--- config.mk ---
export PLATFORM = sky130hd
export DESIGN_NAME = tone_gen
export DESIGN_NICKNAME = d
export VERILOG_FILES = /design/src/rtl/tone_gen_pkg.sv /design/src/rtl/udiv_seq.sv /design/src/rtl/tone_gen.sv
export SDC_FILE = /design/constraint.sdc
export NUM_CORES = 1
export LEC_CHECK = 0
export CAP_MARGIN = 20
export CORE_MARGIN = 5
export CORE_UTILIZATION = 58
export CTS_CLUSTER_SIZE = 24
export DETAILED_ROUTE_END_ITERATION = 6
export PLACE_DENSITY_LB_ADDON = 0.15
export REMOVE_ABC_BUFFERS = 1
export SETUP_SLACK_MARGIN = 0.4
export SYNTH_ARGS = -nofsm -noshare
export SYNTH_HDL_FRONTEND = slang
export SYNTH_SLANG_ARGS = --single-unit
--- constraint.sdc ---
create_clock -name clk -period 4.7 [get_ports clk]
set_input_delay 0.94 -clock clk [delete_from_list [all_inputs] [get_ports clk]]
set_output_delay 0.94 -clock clk [all_outputs]
set_load 0.05 [all_outputs]
--- src/rtl/tone_gen_pkg.sv ---
// Shared definitions for the test-tone source.
// Holds the sample-rate constant, DAC sample width and limits, waveform
// select encodings, the controller state encoding and saturating helpers.
package tone_gen_pkg;
  localparam int FREQ_CONST = 100000;   // sample clocks per second
  localparam int SAMPLE_W   = 12;
  localparam logic [SAMPLE_W-1:0] DAC_MAX = 12'd4095;
  localparam logic [SAMPLE_W-1:0] DAC_MIN = 12'd0;

  typedef enum logic [1:0] {
    WAVE_SQUARE = 2'b00,
    WAVE_PULSE  = 2'b01,
    WAVE_DC     = 2'b10,
    WAVE_OFF    = 2'b11
  } wave_t;

  typedef enum logic [1:0] {
    ST_IDLE = 2'd0,
    ST_DIV  = 2'd1,
    ST_RUN  = 2'd2
  } state_t;

  // mean + amp, computed one bit wider and clamped to full scale
  function automatic logic [SAMPLE_W-1:0] sat_add(input logic [SAMPLE_W-1:0] a,
                                                   input logic [SAMPLE_W-1:0] b);
    logic [SAMPLE_W:0] s;
    s = {1'b0, a} + {1'b0, b};
    return s[SAMPLE_W] ? DAC_MAX : s[SAMPLE_W-1:0];
  endfunction

  // mean - amp, clamped to zero on borrow
  function automatic logic [SAMPLE_W-1:0] sat_sub(input logic [SAMPLE_W-1:0] a,
                                                   input logic [SAMPLE_W-1:0] b);
    logic [SAMPLE_W:0] d;
    d = {1'b0, a} - {1'b0, b};
    return d[SAMPLE_W] ? DAC_MIN : d[SAMPLE_W-1:0];
  endfunction
endpackage

--- src/rtl/udiv_seq.sv ---
// Sequential restoring unsigned divider, one quotient bit per clock.
// Ports: clk, rst (sync, active high, aborts a division), start (loads
// operands), dividend, divisor, done (1-cycle pulse after DIV_W
// iterations), quotient (valid when done pulses, truncated).
// Divisor must be non-zero.
module udiv_seq #(
  parameter int DIV_W = 32
) (
  input  logic             clk,
  input  logic             rst,
  input  logic             start,
  input  logic [DIV_W-1:0] dividend,
  input  logic [DIV_W-1:0] divisor,
  output logic             done,
  output logic [DIV_W-1:0] quotient
);
  localparam int CNT_W = $clog2(DIV_W + 1);

  logic [DIV_W-1:0] rem, quo, dvs;
  logic [CNT_W-1:0] cnt;
  logic             run;
  logic [DIV_W:0]   trial, diff;

  // Shift next dividend bit into the partial remainder; the MSB of the
  // difference is the borrow, i.e. trial < divisor.
  always_comb begin
    trial = {rem, quo[DIV_W-1]};
    diff  = trial - {1'b0, dvs};
  end

  always_ff @(posedge clk) begin
    if (rst) begin
      rem  <= '0;
      quo  <= '0;
      dvs  <= '0;
      cnt  <= '0;
      run  <= 1'b0;
      done <= 1'b0;
    end else begin
      done <= 1'b0;
      if (start) begin
        rem <= '0;
        quo <= dividend;
        dvs <= divisor;
        cnt <= CNT_W'(DIV_W);
        run <= 1'b1;
      end else if (run) begin
        if (!diff[DIV_W]) begin
          rem <= diff[DIV_W-1:0];
          quo <= {quo[DIV_W-2:0], 1'b1};
        end else begin
          rem <= trial[DIV_W-1:0];
          quo <= {quo[DIV_W-2:0], 1'b0};
        end
        cnt <= cnt - 1'b1;
        if (cnt == CNT_W'(1)) begin
          run  <= 1'b0;
          done <= 1'b1;
        end
      end
    end
  end

  assign quotient = quo;
endmodule

--- src/rtl/tone_gen.sv ---
// Test-tone source: square / 25% pulse / DC / off around a programmable mean.
// Period in clocks = FREQ_CONST / freq_in, computed by a sequential divider.
// Ports: clk, rst (sync, active high), load (latch settings + start divide),
// freq_in, mean, amp, wave_sel; data (registered sample), busy (divide in
// progress), err (last load rejected), period_out (active period).
module tone_gen #(
  parameter int FREQ_CONST = tone_gen_pkg::FREQ_CONST,
  parameter int DIV_W      = 32
) (
  input  logic                              clk,
  input  logic                              rst,
  input  logic                              load,
  input  logic [DIV_W-1:0]                  freq_in,
  input  logic [tone_gen_pkg::SAMPLE_W-1:0] mean,
  input  logic [tone_gen_pkg::SAMPLE_W-1:0] amp,
  input  logic [1:0]                        wave_sel,
  output logic [tone_gen_pkg::SAMPLE_W-1:0] data,
  output logic                              busy,
  output logic                              err,
  output logic [DIV_W-1:0]                  period_out
);
  import tone_gen_pkg::SAMPLE_W;
  import tone_gen_pkg::wave_t;
  import tone_gen_pkg::WAVE_SQUARE;
  import tone_gen_pkg::WAVE_PULSE;
  import tone_gen_pkg::WAVE_DC;
  import tone_gen_pkg::WAVE_OFF;
  import tone_gen_pkg::state_t;
  import tone_gen_pkg::ST_IDLE;
  import tone_gen_pkg::ST_DIV;
  import tone_gen_pkg::ST_RUN;
  import tone_gen_pkg::sat_add;
  import tone_gen_pkg::sat_sub;

  localparam logic [DIV_W-1:0] FREQ_MAX = DIV_W'(FREQ_CONST / 2);

  state_t              state, state_n;
  logic [SAMPLE_W-1:0] data_n, mean_q, mean_n, amp_q, amp_n, sample;
  logic                busy_n, err_n, start_q, start_n;
  logic [DIV_W-1:0]    period_n, phase, phase_n, hi_len, hi_n, freq_q, freq_n;
  wave_t               sel_q, sel_n;
  logic                div_done;
  logic [DIV_W-1:0]    quot;

  udiv_seq #(.DIV_W(DIV_W)) u_div (
    .clk      (clk),
    .rst      (rst),
    .start    (start_q),
    .dividend (DIV_W'(FREQ_CONST)),
    .divisor  (freq_q),
    .done     (div_done),
    .quotient (quot)
  );

  always_ff @(posedge clk) begin
    if (rst) begin
      state      <= ST_IDLE;
      data       <= '0;
      busy       <= 1'b0;
      err        <= 1'b0;
      period_out <= '0;
      phase      <= '0;
      hi_len     <= '0;
      freq_q     <= '0;
      mean_q     <= '0;
      amp_q      <= '0;
      sel_q      <= WAVE_SQUARE;
      start_q    <= 1'b0;
    end else begin
      state      <= state_n;
      data       <= data_n;
      busy       <= busy_n;
      err        <= err_n;
      period_out <= period_n;
      phase      <= phase_n;
      hi_len     <= hi_n;
      freq_q     <= freq_n;
      mean_q     <= mean_n;
      amp_q      <= amp_n;
      sel_q      <= sel_n;
      start_q    <= start_n;
    end
  end

  // Sample for the current phase; lands on data one cycle later.
  always_comb begin
    sample = '0;
    case (sel_q)
      WAVE_SQUARE,
      WAVE_PULSE: sample = (phase < hi_len) ? sat_add(mean_q, amp_q)
                                            : sat_sub(mean_q, amp_q);
      WAVE_DC:    sample = mean_q;
      WAVE_OFF:   sample = '0;
      default:    sample = '0;
    endcase
  end

  always_comb begin
    state_n  = state;
    data_n   = data;
    busy_n   = busy;
    err_n    = err;
    period_n = period_out;
    phase_n  = phase;
    hi_n     = hi_len;
    freq_n   = freq_q;
    mean_n   = mean_q;
    amp_n    = amp_q;
    sel_n    = sel_q;
    start_n  = 1'b0;
    case (state)
      ST_IDLE, ST_RUN: begin
        if (state == ST_RUN) begin
          data_n  = sample;
          phase_n = (phase == period_out - 1'b1) ? '0 : phase + 1'b1;
        end
        if (load) begin
          freq_n = freq_in;
          mean_n = mean;
          amp_n  = amp;
          sel_n  = wave_t'(wave_sel);
          data_n = mean;
          if (freq_in == '0 || freq_in > FREQ_MAX) begin
            err_n   = 1'b1;
            state_n = ST_IDLE;
          end else begin
            err_n   = 1'b0;
            start_n = 1'b1;
            state_n = ST_DIV;
          end
        end
      end
      ST_DIV: begin
        // load is deliberately ignored here: settings stay frozen.
        data_n = mean_q;
        if (start_q) busy_n = 1'b1;
        if (div_done) begin
          period_n = quot;
          hi_n     = (sel_q == WAVE_PULSE) ? (quot >> 2) : (quot >> 1);
          phase_n  = '0;
          busy_n   = 1'b0;
          state_n  = ST_RUN;
        end
      end
      default: state_n = ST_IDLE;
    endcase
  end
endmodule

[After elaboration in Yosys (flattened, before gate mapping)]
Cells that the tools add are included.
Operators by class
  add/subtract/negate cells: 6
  $lt $le $gt $ge: 2
  equal/unequal tests: 11
  muxes and demuxes: 30
  bitwise operators: 3
  reductions and logical operators: 18
Operator list (count)
  32-bit two-way mux: 4
  32-bit case mux with 2 select lines: 1
  12-bit two-way mux: 5
  12-bit case mux with 3 select lines: 1
  17-bit two-way mux: 2
  33-bit by 32-bit subtractor with 33-bit output: 1
  32-bit by 1-bit adder with 32-bit output, second input constant: 1
  32-bit equality test: 1
  32-bit by 16-bit > comparator with 1-bit output, second input constant: 1
  32-bit zero test: 1
  32-bit < comparator: 1
  32-bit by 1-bit subtractor with 32-bit output, second input constant: 1
  31-bit two-way mux: 1
  12-bit case mux with 2 select lines: 1
  12-bit by 12-bit adder with 13-bit output: 1
  12-bit by 12-bit subtractor with 13-bit output: 1
  6-bit two-way mux: 2
  1-bit two-way mux: 10
  2-bit AND reduction: 5
  2-bit equality test, second input constant: 3
  6-bit by 1-bit equality test with 1-bit output, second input constant: 1
  2-bit nonzero test: 3
  2-bit OR reduction: 3
  3-bit OR reduction: 2
  11 further kinds: 17
Word-level totals
  register bits after elaboration: 275
  output and inout port bits: 46

[Depth between registers and ports, before layout]
Gate-level depths: netlist of the first run.
  depth in word-level cells: 7
  depth in mapped cells: 14

[Hierarchy]
From an unflattened synthesis of the first run, not the netlist that was laid out.
Second synthesis, totals
  cells, all modules: 2069
  area total of the unflattened synthesis: 16338.2 um^2
By module, submodules not included
  tone_gen: instances 1, cells each 1321, area each 10274.9 um^2, seq. area each 3403.3 um^2
  udiv_seq: instances 1, cells each 748, area each 6063.3 um^2, seq. area each 2082.0 um^2

[Least setup slack after synthesis of the first run]
Ideal clock, no wire load.
  kind: reg-to-reg
  start point: register period_out[10]
  end point: register phase[19]
  data arrival time: 3.487 ns
  slack: 1.139 ns
  cell stages (with the launch flop): 11
  buffers on the path: 1
  clock period less this slack: 3.561 ns
  cells stage by stage: dfxtp_1 or4_4 or3_1 buf_2 or4_1 mux2_2 mux2i_1 o22ai_1 a311oi_4 or2b_1 a31oi_1
Between the ends
  longest elaborated chain between the ends: 5
RTL lines
  start, declared: line tone_gen.sv:20  | output logic [DIV_W-1:0] period_out
  start signal, assigned: line tone_gen.sv:74  | period_out <= period_n;
  32-bit by 1-bit subtractor with 32-bit output: line tone_gen.sv:115  | phase_n = (phase == period_out - 1'b1) ? '0 : phase + 1'b1;
  32-bit equality test: line tone_gen.sv:115
  32-bit two-way mux: line tone_gen.sv:115
  32-bit two-way mux: line tone_gen.sv:113  | if (state == ST_RUN) begin
  32-bit case mux with 2 select lines: line tone_gen.sv:111  | case (state)
  end signal, assigned: line tone_gen.sv:75  | phase <= phase_n;
  end, declared: line tone_gen.sv:40  | logic [DIV_W-1:0] period_n, phase, phase_n, hi_len, hi_n, freq_q, freq_n;
No other way between the ends. The select of a mux whose other input is x is not followed.
A chain may end at the register's enable or synchronous reset.

[Final worst setup path of the first run]
  start point: register period_out[0]
  end point: register phase[19]
Same word-level chain as after synthesis.

==> results.md, run 1 <==
Floorplanning:
- For this configuration, the core starts out at a cell density of 58.7%.
- The die boundary height is 175 um.
- In this run the horizontal extent of the chip is 175 um.
- The core region is 26800 um^2.
- The floorplan has 60 rows.
- The die footprint is 30500 um^2.
- The count of pins on the block boundary is 107.

Global route:
- The global-route usage over all layers is 26.4%.
- The number of global-route vias before repair is 13380.
- The wire length of the first global-routing pass is 67.8 mm.
- The largest net degree at the start of global routing is 100.
- The overflow left after global routing is 0.
- The initial antenna violation count is 0.

Setup path:
- The endpoint arrival time on the critical path is 4.37 ns.
- The required arrival time at the worst endpoint is 5.17 ns.
- The largest driver fanout on the critical path is 37.
- The worst-case register-to-register setup slack is 0.80 ns.
- The worst setup path is captured at a register.
- Counting cells, the worst reg-to-reg path comes to 12.
- The endpoint of the worst-slack reg-to-reg timing path is phase[19].
- The worst setup path category is register to register.
- The startpoint of the worst-slack reg-to-reg timing path is period_out[0].
- STA classifies the critical path startpoint as a register.

Worst hold path:
- The start point of the worst min-delay path is hi_len[9].
- The worst hold path was traced through 2 stages.
- The hold-critical path endpoint is hi_len[9].
- The path class of the lowest-slack min-delay path is register to register.

Logic synthesis:
- The multiplexer area fraction after synthesis is 7.85%.
- Of the total synthesized cell area, the portion taken by full adders, half adders and majority gates is 7.54%.
- By area the synthesized netlist is led by sky130_fd_sc_hd__dfxtp_1 (35%), sky130_fd_sc_hd__mux2i_1 (7.6%), sky130_fd_sc_hd__ha_1 (7.2%), sky130_fd_sc_hd__nand2_1 (5.6%), sky130_fd_sc_hd__a21oi_1 (5.5%).
- The number of register bits inferred by synthesis is 274.
- The number of distinct library cells after synthesis is 74.
- The cell with the most instances after synthesis is sky130_fd_sc_hd__dfxtp_1.
- The number of warnings issued by yosys is 0.
- By area, the combinational part of the netlist is dominated by compound AO/OA/AOI/OAI gates.
- The top cell type by area accounts for 34.8% of the synthesized area.
- The share of the synthesized area in compound gates (AO/OA/AOI/OAI) is 20.7%.
- The number of enable-type register cells in the synthesized netlist is 0.
- Synthesis produced 1945 cells.
- The netlist area before placement is 15700 um^2.
- The xor and xnor fraction of the mapped netlist area is 5.01%.
- The per-instance average area after synthesis is 8.09 um^2.
- The top flip-flop cell by instance count after synthesis is sky130_fd_sc_hd__dfxtp_1.
- Sequential cells were found to cover 34.8% of the synthesized design area.
- The largest total area in the synthesized netlist belongs to sky130_fd_sc_hd__dfxtp_1.
- The fraction of synthesis flops using an asynchronous set or reset pin is 0%.
- After Yosys synthesis, and, or, nand and nor cells account for 18.6% of the synthesized area.
- Sorting the synthesized cells by how often they occur yields sky130_fd_sc_hd__dfxtp_1 (274), sky130_fd_sc_hd__nand2_1 (236), sky130_fd_sc_hd__a21oi_1 (174).

Clocking:
- Post-CTS timing repair inserted 0 buffers for setup.
- In this run, post-CTS hold repair placed 0 buffers.
- The clock transition time at the flip-flop clock pins of the worst setup and hold paths is 0.06 ns.
- The clock insertion delay at the later pin of the skew report is 0.56 ns.
- The clock root buffer master is sky130_fd_sc_hd__clkbuf_16.
- The total clock sinks is 274.
- The number of buffers on the longest clock path is 3.
- Gates resized during post-CTS repair numbered 0.
- The number of CTS-inserted buffers is 30.
- TritonCTS built the clock tree.
- The depth of the CTS H-tree is 1.

Power:
- Per report_power, the sequential group accounts for 46.7% of the total.
- The worst-case IR drop observed on VDD is 0.000311 V.
- The analysis attributes to cell leakage a power of 0.00702 uW.
- The share of total power dissipated in the clock network is 44.8%.
- The power spent charging and discharging nets is 1240 uW.
- The internal cell power is 3880 uW.
- In this run, the combinational gates consume 8.4% of the power.
- For this design the ratio of total power to cell area is 285 nW/um^2.
- The net switching fraction of the power is 24.2%.

Layout:
- The share of final-layout standard cells stronger than drive strength 1 is 5.07%.
- The final layout contains 2147 nets.
- The count of placed standard cells in the final layout, fillers left out is 2353.
- The repair_antennas step left the layout with diodes totalling 0.
- The area added between synthesis and finish is 14.2%.

Timing:
- Setup violations remaining at the end of the flow were counted as 0.
- Static timing analysis puts the maximum clock frequency at 0.256 GHz.
- Of the available clock period, the critical path in the final layout requires 83.0%.
- The clock arrives with 0.0126 ns of skew.
- The worst relative slew slack is 37.1%.
- Setup total negative slack on the finished layout was measured at 0 ns.
- The number of slew-limit violations in the final report was 0.
- The smallest clock period supported by the final layout is computed as 3.90 ns.
- The actual slew at the worst max-slew pin is 0.942 ns.
- The final hold violation count is 0.
- Setup repair after global routing left no endpoint under its margin.

Run status:
- The flow ran to the end, and the final reports show no timing, DRC or antenna violations.

Placement:
- Once placement completed, the tool counted placed cells totaling 2301.
- The estimated wirelength of the detail-placed design is 29.8 mm.
- The placer congestion estimate is 0.921.
- Buffers placed on the I/O ports in this run total 106.

Drt:
- The first routing iteration left 1140 violations.
- The first-pass detailed-route iteration total is 6.
- The detail route stage leaves a number of antenna-violating nets equal to 0.
- Summed over all layers, the routed wires come to 42.0 mm.
- The number of DRC violations after detailed routing is 0.
- Using the TritonRoute via totals, the vias-per-cell ratio works out to 6.05.
- The number of vias after detailed routing is 14235.
- The per-cell routed wire length is 17.9 um.

Job:
- The number of violations of the max-capacitance limit is 0.
-- worst max-delay path by stage --
stage	cells past startpoint	start	slack, ns	endpoint
2_1_floorplan	12	u_div.quotient[31]	-0.33	u_div.rem[11]
6_report	12	period_out[0]	0.80	phase[19]
4_1_cts	12	period_out[0]	0.82	phase[19]
5_1_grt	11	period_out[0]	0.48	phase[9]
3_3_place_gp	12	period_out[0]	0.95	phase[19]
3_5_place_dp	12	period_out[0]	0.85	phase[19]
-- final cells by class --
class / count / area (um^2)
flip-flops and latches: 274 / 5490
clock buffers: 41 / 832
well taps: 341 / 427
fillers: 2277 / 8830
inverters: 111 / 417
clock inverters: 10 / 120
multi-input cells: 1447 / 9440
repair buffers: 129 / 1250
-- layer usage --
layer / wire length [um] / part of all wire (%) / track usage, % / up-vias
met5: 0 / 0 / 0 / -
li1: - / - / - / 6981
met4: 1270 / 3.0 / 7.79 / 0
met3: 2370 / 5.6 / 3.92 / 85
met1: 19000 / 45 / 35.1 / 6772
met2: 19400 / 46 / 44.6 / 397
-- cells in the final DEF, fill, tap and decap left out, types with 23 or more instances in the layout --
cell / count
sky130_fd_sc_hd__nand3_1: 44
sky130_fd_sc_hd__a21o_1: 32
sky130_fd_sc_hd__xnor2_1: 43
sky130_fd_sc_hd__a21oi_1: 173
sky130_fd_sc_hd__xor2_1: 46
sky130_fd_sc_hd__nor2_1: 147
sky130_fd_sc_hd__a31oi_1: 24
sky130_fd_sc_hd__dfxtp_1: 272
sky130_fd_sc_hd__ha_1: 90
sky130_fd_sc_hd__clkdlybuf4s50_1: 105
sky130_fd_sc_hd__mux2i_1: 120
sky130_fd_sc_hd__a22o_1: 31
sky130_fd_sc_hd__o21ai_0: 110
sky130_fd_sc_hd__clkbuf_16: 30
sky130_fd_sc_hd__buf_4: 23
sky130_fd_sc_hd__nand2_1: 236
sky130_fd_sc_hd__nor3_1: 38
sky130_fd_sc_hd__inv_1: 110
-- power by group through the flow --
stage	clock network [uW]	registers (uW)	logic [uW]
detailed placement	0	2440	427
CTS	2330	2390	429
floorplan	0	2470	221
finish	2290	2390	431
global route	2440	2400	469
global placement	0	2440	423
-- kinds of logic (layout without fill, tap and decap cells) --
group,Yosys count,after routing
AOI/OAI and AO/OA,515,515
xor gates and xnor gates,90,90
adders and majority gates,93,93
buffers and inverters,224,291
DFF,274,274
muxes,123,123
and+or+nand+nor,626,626
-- worst max-delay path, cell delays in order, from the launching register on --
cell,delay (ns)
sky130_fd_sc_hd__dfxtp_1,0.38
sky130_fd_sc_hd__inv_1,0.08
sky130_fd_sc_hd__ha_1,0.20
sky130_fd_sc_hd__nor3b_1,0.61
sky130_fd_sc_hd__nand3_1,0.25
sky130_fd_sc_hd__or4_1,0.64
sky130_fd_sc_hd__mux2_2,0.30
sky130_fd_sc_hd__mux2i_1,0.13
sky130_fd_sc_hd__o22ai_1,0.14
sky130_fd_sc_hd__a311oi_4,0.23
sky130_fd_sc_hd__buf_4,0.41
sky130_fd_sc_hd__or2b_1,0.27
sky130_fd_sc_hd__a31oi_1,0.15
-- metrics by stage --
step | util [%] | total power (uW) | hold WS, ns | area (um^2) | setup WS, ns
floorplan | - | 2690 | 0.425 | 15300 | -0.333
global route | 67.1 | 5300 | 0.474 | 18000 | 0.479
detailed placement | 63.4 | 2870 | 0.442 | 17000 | 0.853
global placement | 63.4 | 2870 | 0.435 | 17000 | 0.955
finish | 67.1 | 5120 | 0.451 | 18000 | 0.800
CTS | 67.0 | 5150 | 0.456 | 17900 | 0.821
-- sequential cells by signal (all words and copies together), names as in the netlist --
| register | count |
|---|---|
| u_div.cnt | 6 |
| u_div.quotient | 32 |
| mean_q | 12 |
| start_q | 1 |
| hi_len | 31 |
| state | 2 |
| u_div.dvs | 32 |
| period_out | 32 |
| u_div.done | 1 |
| busy | 1 |
| amp_q | 12 |
| data | 12 |
| sel_q | 2 |
| phase | 32 |
| u_div.run | 1 |
| err | 1 |
| freq_q | 32 |
| u_div.rem | 32 |
Power figures use the tool's default switching activity.
==> inputs of run 2 (changes only) <==
- clock period: 4.7 -> 4.1 ns (I/O delays scaled with it)
==> results.md, run 2 (same netlist as run 1, synthesis figures left out) <==
Placement:
- The estimated wirelength of the detail-placed design is 30.1 mm.
- Input and output buffers added on the ports amount to 106.
- The congestion estimate from routability-driven global placement came to 0.942.
- The cell count after placement is 2310.
- After detailed placement, the total cell area comes to 17100 um^2.

Floorplanning:
- The die boundary height is 175 um.
- The number of rows in the core area is 60.
- The count of pins on the block boundary is 107.
- The die covers 30500 um^2.
- The horizontal die dimension is 175 um.
- The total area inside the core boundary comes to 26800 um^2.
- The initial standard-cell utilization of the core is 58.7%.

Setup path:
- The critical-path cell with the highest stage delay is sky130_fd_sc_hd__or4_4.
- Traced cell by cell, the critical path runs through or4_4 > or3_4 > or4_4 > mux2_2 > mux2i_1 > o22ai_2 > a311oi_4 > buf_4 > or2b_1 > a31oi_1.
- In this run the worst path has a maximum fanout of 7.
- The startpoint of the worst-slack reg-to-reg timing path is period_out[10].
- The critical path is of the register to register type.
- The endpoint arrival time on the critical path is 4.08 ns.
- The worst register-to-register path has a setup slack of 0.50 ns.
- The critical path launch point type is a register.
- The logic depth of the worst register-to-register path is 10.
- For the worst setup path, the data required time is 4.58 ns.
- The endpoint of the worst-slack reg-to-reg timing path is phase[19].
- STA classifies the critical path endpoint as a register.
- The most repeated library cell on the critical path is sky130_fd_sc_hd__or4_4.
- The highest cell delay on the worst timing path is 0.59 ns.

Clocking:
- For this design, the CTS-stage hold fixing added 0 buffers.
- Clock tree synthesis selected as its root buffer the cell sky130_fd_sc_hd__clkbuf_16.
- Clock-pin slew was measured on the worst setup and hold paths at 0.07 ns.
- Clock tree synthesis found a total of 274 sinks.
- Clock latency on the worst-skew pair, taken at its later pin, is 0.56 ns.
- The clock passes through at most 3 buffers.
- The TritonCTS clock tree is built.
- Counting the buffers created by CTS gives 30.
- The depth of the CTS H-tree is 1.

Layout:
- The top cell types in the final layout, fill and taps aside, are sky130_fd_sc_hd__dfxtp_1 (272), sky130_fd_sc_hd__nand2_1 (236), sky130_fd_sc_hd__a21oi_1 (172), sky130_fd_sc_hd__nor2_1 (147), sky130_fd_sc_hd__mux2i_1 (120).
- The combined area of the multi-input logic cells is 9510 um^2.
- The most common library cell in the layout ignoring fill and taps is sky130_fd_sc_hd__dfxtp_1.
- The count of cells in the finished layout, fillers not included, comes to 2371.
- At the end of the flow, the number of nets in the layout was 2160.
- The number of fill cells in the layout is 2262.
- 0 antenna diodes ended up in the layout.
- The combined flip-flop and latch cell area is 5490 um^2.
- The post-layout instance area is 18300 um^2.
- The share of final-layout standard cells stronger than drive strength 1 is 6.70%.
- The area growth from synthesis to layout is 16.3%.

Drt:
- For this run, design rule violations remaining after detail routing come to 0.
- The remaining antenna violation count is 0.
- For this block, the via count after detailed routing is 14123.
- The first-pass detailed-route iteration total is 5.
- The total wirelength of the detailed-routed design is 42.1 mm.
- After detailed routing, the number of vias per cell comes to 5.96.
- The per-cell routed wire length is 17.8 um.
- After the first detailed-routing iteration, the DRC count stood at 976.

Worst hold path:
- The start point of the worst min-delay path is hi_len[11].
- The path class of the lowest-slack min-delay path is register to register.
- For hold timing, the worst endpoint is hi_len[11].
- The worst hold path passes through 2 cells.

Timing:
- At the pin with the least slew margin, the transition time is 0.997 ns.
- The setup violation total in the final timing report is 0.
- The final hold violation count is 0.
- Dividing the final minimum period by the clock period gives 87.8%.
- The clock tree skew after final layout is 0.0113 ns.
- The number of slew-limit violations in the final report is 0.
- The worst path needs 3.60 ns of the cycle, external delays included.
- Headroom to the max-slew limit came out at 33.5%.
- Setup repair after global routing could not meet its margin everywhere.
- The top achievable clock speed is 0.278 GHz.

Global route:
- The number of global-route vias before repair is 13479.
- The overflow left after global routing is 0.
- The initial antenna violation count is 0.
- Across every metal layer, demand over resource in global routing totals 26.4%.
- The largest net degree at the start of global routing is 90.
- The wire length of the first global-routing pass is 68.4 mm.

Run status:
- The run finished with clean final reports.

Job:
- Across the run, the number of max-cap violations was 0.

Power:
- The total leakage power is 0.00721 uW.
- The peak supply drop is 0.000335 V.
- Power spread over the standard cell area amounts to 337 nW/um^2.
[run 2: cell types whose count changed in the layout (fill, tap and decap cells not counted), sizes merged]
cell and delta:
buf +13, bufinv +2, clkinv +3, clkinvlp -1, inv +3, clkbuf -2
[run 2: critical path: cells and delay by family, from the launching register on]
family                 cells  cell delay (ns)
and+or+nand+nor            4             1.78
buffers and inverters      1             0.18
muxes                      2             0.47
AOI/OAI and AO/OA          3             0.75
DFF                        1             0.36
[run 2: layout make-up]
| cell class | count | share of cell area, % |
|---|---|---|
| multi-input cells | 1447 | 52.0 |
| flip-flops and latches | 274 | 30.0 |
| repair buffers | 142 | 7.46 |
| inverters | 111 | 2.28 |
| well taps | 341 | 2.33 |
| clock inverters | 17 | 1.13 |
| clock buffers | 39 | 4.84 |
[run 2: repair_timing]
action	CTS	global route
endpoints found under the hold margin	0	0
gates resized for setup	2	14
pin swaps	0	3
setup endpoints to repair	10	50
setup buffers	0	5
[run 2: worst max-delay path by stage]
stage                       start  slack, ns            end
5_1_grt            period_out[23]       0.36      phase[27]
2_1_floorplan  u_div.quotient[31]      -0.93  u_div.rem[11]
3_3_place_gp       period_out[10]       0.44      phase[24]
6_report           period_out[10]       0.50      phase[19]
3_5_place_dp       period_out[10]       0.37      phase[10]
4_1_cts             period_out[4]       0.45      phase[27]
[run 2: stage by stage]
stage / util (%) / worst slack, ns / power, uW / TNS [ns] / hold WS (ns)
floorplan: - / -0.933 / 3080 / -28.09 / 0.425
global placement: 63.7 / 0.437 / 3280 / 0 / 0.436
detailed placement: 63.7 / 0.366 / 3290 / 0 / 0.442
CTS: 67.8 / 0.454 / 6200 / 0 / 0.456
global route: 68.3 / 0.364 / 6370 / 0 / 0.476
finish: 68.3 / 0.500 / 6160 / 0 / 0.451
[run 2: metal layers]
layer	GRT usage, %	part of all wire (%)	vias up
met5	0	0	-
met4	8.87	3.1	0
met3	3.14	5.4	78
met1	35.5	45	6680
li1	-	-	7014
met2	44.2	47	351
[run 2: where the power goes]
group	switching (uW)	internal [uW]	total, uW
combinational	295	206	500
sequential	37.6	2710	2740
clock	1140	1780	2920
total	1470	4690	6160
